**config.mk**
```make
export PLATFORM = sky130hd
export DESIGN_NAME = mm_array_sequencer
export DESIGN_NICKNAME = d
export VERILOG_FILES = /design/src/rtl/mm_array_sequencer.sv
export SDC_FILE = /design/constraint.sdc
export NUM_CORES = 1
export LEC_CHECK = 0
export ABC_AREA = 1
export CAP_MARGIN = 20
export CORE_UTILIZATION = 60
export CTS_BUF_LIST = sky130_fd_sc_hd__clkbuf_8
export CTS_CLUSTER_DIAMETER = 150
export DETAILED_ROUTE_END_ITERATION = 6
export PLACE_DENSITY_LB_ADDON = 0.12
export SYNTH_ARGS = -nofsm -noshare
export SYNTH_HDL_FRONTEND = slang
export SYNTH_SLANG_ARGS = --single-unit
```
**constraint.sdc**
```tcl
create_clock -name clk -period 3.34 [get_ports clk]
set_clock_uncertainty 0.05 [all_clocks]
set_input_delay 0.668 -clock clk [delete_from_list [all_inputs] [get_ports clk]]
set_output_delay 0.668 -clock clk [all_outputs]
set_load 0.1 [all_outputs]
```
**src/rtl/mm_array_sequencer.sv**
```systemverilog
// rtl/mm_array_sequencer.sv - job sequencer for the SIZE x SIZE systolic matrix-multiply array
// Optional feature macro: MM_SEQ_PERF_CNT_EN (adds the 16-bit stall_cnt output)
module mm_array_sequencer #(
  parameter int DATA_WIDTH = 32,
  parameter int SIZE       = 6,
  parameter int IDX_W      = 4,
  parameter int DRAIN_W    = 5
) (
  input  logic             clk,
  input  logic             rst,
  input  logic             start,
  input  logic [IDX_W-1:0] n,
  output logic             busy,
  output logic             done,
  output logic             err,
  output logic             pe_clear,
  output logic             feed_valid,
  output logic [IDX_W-1:0] feed_idx,
  input  logic             feed_ready,
  output logic             wb_valid,
  output logic [IDX_W-1:0] wb_row,
  input  logic             wb_ready
`ifdef MM_SEQ_PERF_CNT_EN
  ,
  output logic [15:0]      stall_cnt
`endif
);

  // A misconfigured instance (index or drain counter too narrow) refuses every job
  // rather than silently wrapping its counters.
  localparam logic CFG_OK = (DATA_WIDTH > 0) &&
                            ((1 << IDX_W) > SIZE) &&
                            ((1 << DRAIN_W) > (2 * SIZE - 2));
  localparam logic [IDX_W-1:0] SIZE_N = IDX_W'(SIZE);

  typedef enum logic [2:0] {
    ST_IDLE,
    ST_CLEAR,
    ST_FEED,
    ST_DRAIN,
    ST_WRITE,
    ST_DONE
  } state_t;

  state_t             state;
  logic [IDX_W-1:0]   n_lat;
  logic [DRAIN_W-1:0] drain_cnt;
  logic               n_legal;
  logic [IDX_W-1:0]   n_last;
  logic [DRAIN_W-1:0] drain_load;

  assign n_legal    = CFG_OK && (n != '0) && (n <= SIZE_N);
  assign n_last     = n_lat - IDX_W'(1);
  // Systolic skew: the last partial product leaves the array 2N-2 cycles after the last feed.
  assign drain_load = (DRAIN_W'(n_lat) << 1) - DRAIN_W'(2);

  // Job FSM; every output is a register updated alongside the state.
  always_ff @(posedge clk or negedge rst) begin
    if (!rst) begin
      state      <= ST_IDLE;
      n_lat      <= '0;
      drain_cnt  <= '0;
      busy       <= 1'b0;
      done       <= 1'b0;
      err        <= 1'b0;
      pe_clear   <= 1'b0;
      feed_valid <= 1'b0;
      feed_idx   <= '0;
      wb_valid   <= 1'b0;
      wb_row     <= '0;
    end else begin
      done     <= 1'b0;
      err      <= 1'b0;
      pe_clear <= 1'b0;
      case (state)
        ST_IDLE: begin
          if (start) begin
            if (n_legal) begin
              n_lat    <= n;
              busy     <= 1'b1;
              pe_clear <= 1'b1;
              state    <= ST_CLEAR;
            end else begin
              err <= 1'b1;
            end
          end
        end
        ST_CLEAR: begin
          feed_valid <= 1'b1;
          feed_idx   <= '0;
          state      <= ST_FEED;
        end
        ST_FEED: begin
          if (feed_ready) begin
            if (feed_idx == n_last) begin
              feed_valid <= 1'b0;
              if (n_lat == IDX_W'(1)) begin
                wb_valid <= 1'b1;
                wb_row   <= '0;
                state    <= ST_WRITE;
              end else begin
                drain_cnt <= drain_load;
                state     <= ST_DRAIN;
              end
            end else begin
              feed_idx <= feed_idx + IDX_W'(1);
            end
          end
        end
        ST_DRAIN: begin
          drain_cnt <= drain_cnt - DRAIN_W'(1);
          if (drain_cnt == DRAIN_W'(1)) begin
            wb_valid <= 1'b1;
            wb_row   <= '0;
            state    <= ST_WRITE;
          end
        end
        ST_WRITE: begin
          if (wb_ready) begin
            if (wb_row == n_last) begin
              wb_valid <= 1'b0;
              done     <= 1'b1;
              state    <= ST_DONE;
            end else begin
              wb_row <= wb_row + IDX_W'(1);
            end
          end
        end
        ST_DONE: begin
          busy  <= 1'b0;
          state <= ST_IDLE;
        end
        default: begin
          state <= ST_IDLE;
        end
      endcase
    end
  end

`ifdef MM_SEQ_PERF_CNT_EN
  // Saturating count of backpressured cycles, restarted when a job is accepted.
  always_ff @(posedge clk or negedge rst) begin
    if (!rst) begin
      stall_cnt <= '0;
    end else if ((state == ST_IDLE) && start && n_legal) begin
      stall_cnt <= '0;
    end else if (((feed_valid && !feed_ready) || (wb_valid && !wb_ready)) &&
                 (stall_cnt != 16'hFFFF)) begin
      stall_cnt <= stall_cnt + 16'd1;
    end
  end
`endif

endmodule

```
==> results.py, run 1 <==
metrics = {
    "detailed_routing": {
        "drc": 0,
        "ant_nets": 0,
        "drtIter0Drc": 64,
        "wl_per_cell_um": 13.1,
        "vias_per_cell": 5.65,
        "via_count": 1594,
        "wirelength_mm": 3.70,
        "first_pass_iters": 4,
    },
    "logic_synthesis": {
        "synth_seq_cells": 26,
        "ys_seq_area_frac": 0.380,
        "syn_inst": 225,
        "yosys.area.top_type_share": 0.380,
        "synth.distinct_cells": 27,
        "yosys_warnings": 0,
        "synth_area_um2": 1710,
        "synth_area_leaders": "dfrtp_1 38%, nand2_1 14%, nand3_1 6.4%, nand4_1 4.8%, ha_1 4.4%",
        "synth_nets": 240,
        "yosys.area.top_type": "dfrtp_1",
        "syn_area_per_cell_um2": 7.61,
    },
    "setup_path": {
        "cp-end-kind": "flip-flop",
        "worstPathArrival_ns": 2.14,
        "crit_path_start_kind": "flip-flop",
        "worst-path-max-fanout": 14,
        "setup.worst_path.class": "flip-flop to flip-flop",
        "worstPathRequired_ns": 3.46,
        "worst-r2r-cell-count": 13,
    },
    "floorplanning": {
        "core-area_um2": 2730,
        "initial_core_util": 0.626,
        "design.die.area_um2": 3070,
        "die-width_um": 55.4,
        "io_pins": 23,
        "die_h_um": 55.4,
        "rows": 19,
    },
    "power": {
        "power_leakage_nw": 1.02,
        "powerDensity_nw_per_um2": 966,
        "total_power_mw": 1.92,
        "ir_worst_vdd_mv": 0.777,
    },
    "sta": {
        "slew_viol_final": 0,
        "hold_viol": 0,
        "fin_crit_ns": 2.02,
        "finalSetupTns_ns": 0,
        "setup_viol": 0,
        "rsz0062_at_grt": "no",
        "relSlewSlack": 0.781,
        "worst_slew_pin_slew_ns": 0.329,
        "finalCritPeriodShare": 0.605,
        "layout_setup_ws_ns": 1.32,
        "hold_slack_ns": 0.430,
        "fmax_mhz": 495,
    },
    "global_routing": {
        "grt_pass1_vias": 1515,
        "antenna_found_initial": 0,
        "grt_first_pass_wirelength_mm": 6.62,
        "grt_max_degree": 27,
        "grt.total_usage": 0.270,
        "overflow": 0,
    },
    "placement": {
        "dp_cells": 278,
        "dpl_worst_slack_ns": 1.26,
        "place_congestion": 0.867,
        "hpwl_mm": 2.79,
        "dpl_cell_area_um2": 1930,
        "portBuffers": 22,
    },
    "cells_and_area": {
        "regArea_um2": 651,
        "final_util": 0.727,
        "area_growth_pct": 16.1,
        "n_antenna_cell": 0,
        "nets": 267,
        "drive_gt1_frac": 0.195,
        "design_area_um2": 1990,
        "multi_input_area_um2": 942,
        "fill_cells": 238,
        "final_cells": 282,
    },
    "clocking": {
        "cts.path.max_buffers": 2,
        "cts_root_buf": "clkbuf_8",
        "cts.sinks": 26,
        "cts_buffers": 3,
        "h-tree-depth": 1,
        "cts.clk_slew.worst_paths_ns": 0.09,
        "postCtsSetupBuffers": 0,
        "clock_latency_ns": 0.27,
        "cts_hold_buffers": 0,
        "cts_resized": 0,
        "tritoncts": "done",
    },
    "outcome": {
        "status": "finished clean",
    },
    "hold_path": {
        "min_path_cells": 2,
        "hold_path.class": "flip-flop to flip-flop",
    },
    "flow_run": {
        "cap_violations": 0,
    },
}
-- critical path, stage by stage, from the launching register on --
cell     delay [ns]
dfrtp_1        0.46
inv_2          0.15
ha_1           0.23
inv_1          0.07
nand2_1        0.07
nand2_1        0.09
nand2_1        0.07
nand2_1        0.06
nor2_2         0.11
nand2_2        0.12
nand2_4        0.18
nand3_2        0.13
nand2_1        0.08
nand2_1        0.05
-- cell usage in the layout (no fill, tap or decap), drive strengths merged --
| cell | instances |
|---|---|
| a21boi | 1 |
| a21oi | 1 |
| a31oi | 1 |
| buf | 15 |
| clkbuf | 4 |
| clkdlybuf4s50 | 8 |
| clkinv | 1 |
| dfrtp | 26 |
| ha | 6 |
| inv | 27 |
| nand2 | 73 |
| nand3 | 26 |
| nand3b | 2 |
| nand4 | 13 |
| nor2 | 21 |
| nor3 | 3 |
| o211ai | 1 |
| o21ai | 16 |
| xnor2 | 2 |
| xor2 | 4 |
-- state kept, by name (all words and copies together) (netlist names) --
signal / flops
drain_cnt: 5
feed_idx: 4
n_lat: 4
wb_row: 4
state: 3
busy: 1
done: 1
err: 1
feed_valid: 1
pe_clear: 1
wb_valid: 1
-- final cells by class --
class | instances | share of cell area
Clock buffer | 4 | 0.0277
Inverter | 28 | 0.0542
Multi-Input combinational cell | 170 | 0.474
Sequential cell | 26 | 0.327
Timing Repair Buffer | 23 | 0.0970
Tap cell | 31 | 0.0195
-- synth_stat cells, drive strengths merged --
cell type / n
nand3: 26
ha: 6
buf: 1
o211ai: 1
clkinv: 1
xor2: 4
nor2: 21
a21boi: 1
a21oi: 1
o21ai: 16
xnor2: 2
inv: 27
nand4: 13
nand2: 73
a31oi: 1
nand3b: 2
dfrtp: 26
nor3: 3
-- routing by layer --
metal	wire length, um	GRT usage
met1	1760	0.361
met2	1720	0.446
met3	151	0.0398
met4	72	0.100
met5	0	0
-- worst paths after layout --
| kind | startpoint | to | slack (ns) |
|---|---|---|---|
| min reg2reg | wb_valid | wb_valid | 0.43 |
| max | n_lat[0] | wb_row[2] | 1.32 |
| min in group asynchronous | rst | wb_row[1] | 0.70 |
| min | wb_valid | wb_valid | 0.43 |
| max reg2reg | n_lat[0] | wb_row[2] | 1.32 |
| max in group asynchronous | rst | n_lat[3] | 2.28 |
-- power breakdown --
| group | switching (mW) | internal (mW) |
|---|---|---|
| logic | 0.843 | 0.349 |
| clock network | 0.102 | 0.105 |
| registers | 0.110 | 0.410 |
| total | 1.06 | 0.864 |
-- kinds of logic after synthesis --
| family | after synthesis | synth area share |
|---|---|---|
| adder cells (fa/ha/maj) | 6 | 0.0439 |
| AO/OA/AOI/OAI | 20 | 0.0731 |
| flip-flops | 26 | 0.380 |
| AND/OR/NAND/NOR | 138 | 0.403 |
| buffers and inverters | 29 | 0.0694 |
| XOR/XNOR | 6 | 0.0307 |
No activity file was read; power rests on OpenSTA's default activity.
==> run 2, diff against run 1 <==
--- a/config.mk
+++ b/config.mk
@@ -7,7 +7,7 @@
 export LEC_CHECK = 0
 export ABC_AREA = 1
 export CAP_MARGIN = 20
-export CORE_UTILIZATION = 60
+export CORE_UTILIZATION = 57
 export CTS_BUF_LIST = sky130_fd_sc_hd__clkbuf_8
 export CTS_CLUSTER_DIAMETER = 150
 export DETAILED_ROUTE_END_ITERATION = 6
==> constraint.sdc (replaced) <==
create_clock -name clk -period 1.9 [get_ports clk]
set_clock_uncertainty 0.05 [all_clocks]
set_input_delay 0.38 -clock clk [delete_from_list [all_inputs] [get_ports clk]]
set_output_delay 0.38 -clock clk [all_outputs]
set_load 0.1 [all_outputs]
==> results.py, run 2 (same netlist as run 1, synthesis figures left out) <==
metrics = {
    "outcome": {
        "status": "finished with violations",
        "violations": "DRC, setup timing",
    },
    "floorplanning": {
        "rows": 19,
        "io_pins": 23,
        "die_h_um": 56.8,
        "design.die.area_um2": 3230,
        "core-area_um2": 2810,
        "die-width_um": 56.8,
        "initial_core_util": 0.610,
    },
    "clocking": {
        "cts.sinks": 26,
        "clock_latency_ns": 0.27,
        "cts_root_buf": "clkbuf_8",
        "h-tree-depth": 1,
        "cts.clk_slew.worst_paths_ns": 0.09,
        "tritoncts": "done",
        "cts_hold_buffers": 0,
        "cts_buffers": 3,
        "cts.path.max_buffers": 2,
    },
    "power": {
        "p_comb_frac": 0.677,
        "clock_power_share": 0.081,
        "p_switching_mw": 2.06,
        "ir_worst_vdd_mv": 1.20,
        "powerDensity_nw_per_um2": 1700,
        "netSwitchingFraction": 0.531,
        "p_int_mw": 1.82,
        "power_leakage_nw": 1.12,
        "seqPwrFrac": 0.242,
    },
    "cells_and_area": {
        "design_area_um2": 2290,
        "n_antenna_cell": 0,
        "largest_reg_flops": 5,
        "final_cell_mix": "62 x nand2_1, 22 x nand3_1, 22 x dfrtp_1, 20 x inv_1",
        "nets": 279,
        "area_growth_pct": 33.6,
        "final_common_cell": "nand2_1",
        "largest-register": "drain_cnt",
        "fill_cells": 173,
        "final_util": 0.815,
        "drive_gt1_frac": 0.259,
    },
    "setup_path": {
        "cp-end-kind": "flip-flop",
        "cp_top_family": "simple AND/OR/NAND/NOR gates",
        "path_cells": "inv_2 -> ha_4 -> inv_1 -> nand2_2 -> nand2_2 -> nand2_1 -> nand2_1 -> nor2_4 -> nand2_4 -> buf_4 -> o21ai_0 -> nand2_1",
        "setup.worst_path.class": "flip-flop to flip-flop",
        "cpMostUsedCell": "nand2_1",
        "r2r_slack_ns": -0.04,
        "worstPathRequired_ns": 2.00,
        "slowest_delay_ns": 0.40,
        "crit_path_start_kind": "flip-flop",
        "cp_slowest_cell": "dfrtp_1",
        "worst-path-max-fanout": 4,
        "worstPathArrival_ns": 2.04,
        "path_buf_inv": 3,
    },
    "global_routing": {
        "grt_first_pass_wirelength_mm": 6.49,
        "antenna_found_initial": 0,
        "grt_pass1_vias": 1460,
        "grt_max_degree": 27,
        "grt.total_usage": 0.262,
        "overflow": 0,
    },
    "detailed_routing": {
        "first_pass_iters": 7,
        "drtIter0Drc": 105,
        "via_count": 1700,
        "drc": 2,
        "wl_per_cell_um": 15.0,
        "ant_nets": 0,
        "wirelength_mm": 4.40,
        "vias_per_cell": 5.78,
    },
    "flow_run": {
        "cap_violations": 0,
    },
    "sta": {
        "slew_viol_final": 0,
        "fmax_mhz": 515,
        "hold_viol": 0,
        "worst_slew_pin_slew_ns": 0.331,
        "setup_viol": 1,
        "finalCritPeriodShare": 1.02,
        "relSlewSlack": 0.780,
        "layout_setup_ws_ns": -0.0428,
        "fin_crit_ns": 1.94,
        "hold_slack_ns": 0.428,
    },
    "placement": {
        "portBuffers": 22,
        "hpwl_mm": 3.01,
        "dpl_cell_area_um2": 2160,
        "place_congestion": 0.842,
    },
    "hold_path": {
        "hold_path.class": "input pin to async pin",
    },
}
## run 2: cell types whose count changed in the layout (fill, tap and decap cells not counted), sizes merged
cell    change
clkbuf      -1
nand2       +1
inv         +1
buf        +11
## run 2: power by group through the flow
stage / Combinational [mW] / Sequential, mW / Clock [mW]
after global placement: 2.28 / 0.936 / 0
after floorplan: 1.28 / 1.30 / 0
final: 2.63 / 0.938 / 0.315
after global routing: 2.82 / 0.959 / 0.348
after detailed placement: 2.33 / 0.938 / 0
after CTS: 2.34 / 0.928 / 0.322
## run 2: timing repair
| action | in CTS | in global routing |
|---|---|---|
| setup buffers | 0 | 5 |
| gates resized for setup | 0 | 9 |
| endpoints found under the setup margin | 0 | 18 |
## run 2: path summary, 6_finish.rpt
kind | from | to | cells past startpoint
max | n_lat[0] | feed_valid | 12
min | rst | feed_idx[3] | 2
max reg2reg | n_lat[0] | feed_valid | 12
min reg2reg | drain_cnt[4] | drain_cnt[4] | 2
max in group asynchronous | rst | wb_row[0] | 2
min in group clk | drain_cnt[4] | drain_cnt[4] | 2
## run 2: stage by stage
stage / instances / setup WS, ns / total power [mW] / TNS (ns)
after floorplan: 225 / 0.00947 / 2.58 / 0
after global placement: 284 / 0.103 / 3.22 / 0
after detailed placement: 284 / 0.0391 / 3.27 / 0
after CTS: 288 / 0.0216 / 3.59 / 0
after global routing: 294 / -0.124 / 4.13 / -0.162
final: 294 / -0.0428 / 3.88 / -0.0428
## run 2: cell type report
class / instances / area (um^2) / area share
Sequential cell: 26 / 656 / 0.287
Multi-Input combinational cell: 171 / 990 / 0.433
Timing Repair Buffer: 34 / 450 / 0.197
Tap cell: 31 / 38.8 / 0.0170
Clock buffer: 3 / 41.3 / 0.0181
Clock inverter: 1 / 3.75 / 0.00164
Inverter: 28 / 108 / 0.0470
## run 2: layer usage
metal	GRT usage	vias up	part of all wire
met3	0.0438	13	0.075
met4	0.0941	0	0.022
met5	0	-	0
li1	-	816	-
met1	0.363	797	0.42
met2	0.412	74	0.48
## run 2: worst register-to-register path, stage by stage, from the launching register on
cell	delay (ns)
dfrtp_1	0.40
inv_2	0.09
ha_4	0.14
inv_1	0.05
nand2_2	0.06
nand2_2	0.08
nand2_1	0.07
nand2_1	0.09
nor2_4	0.16
nand2_4	0.10
buf_4	0.16
o21ai_0	0.25
nand2_1	0.11
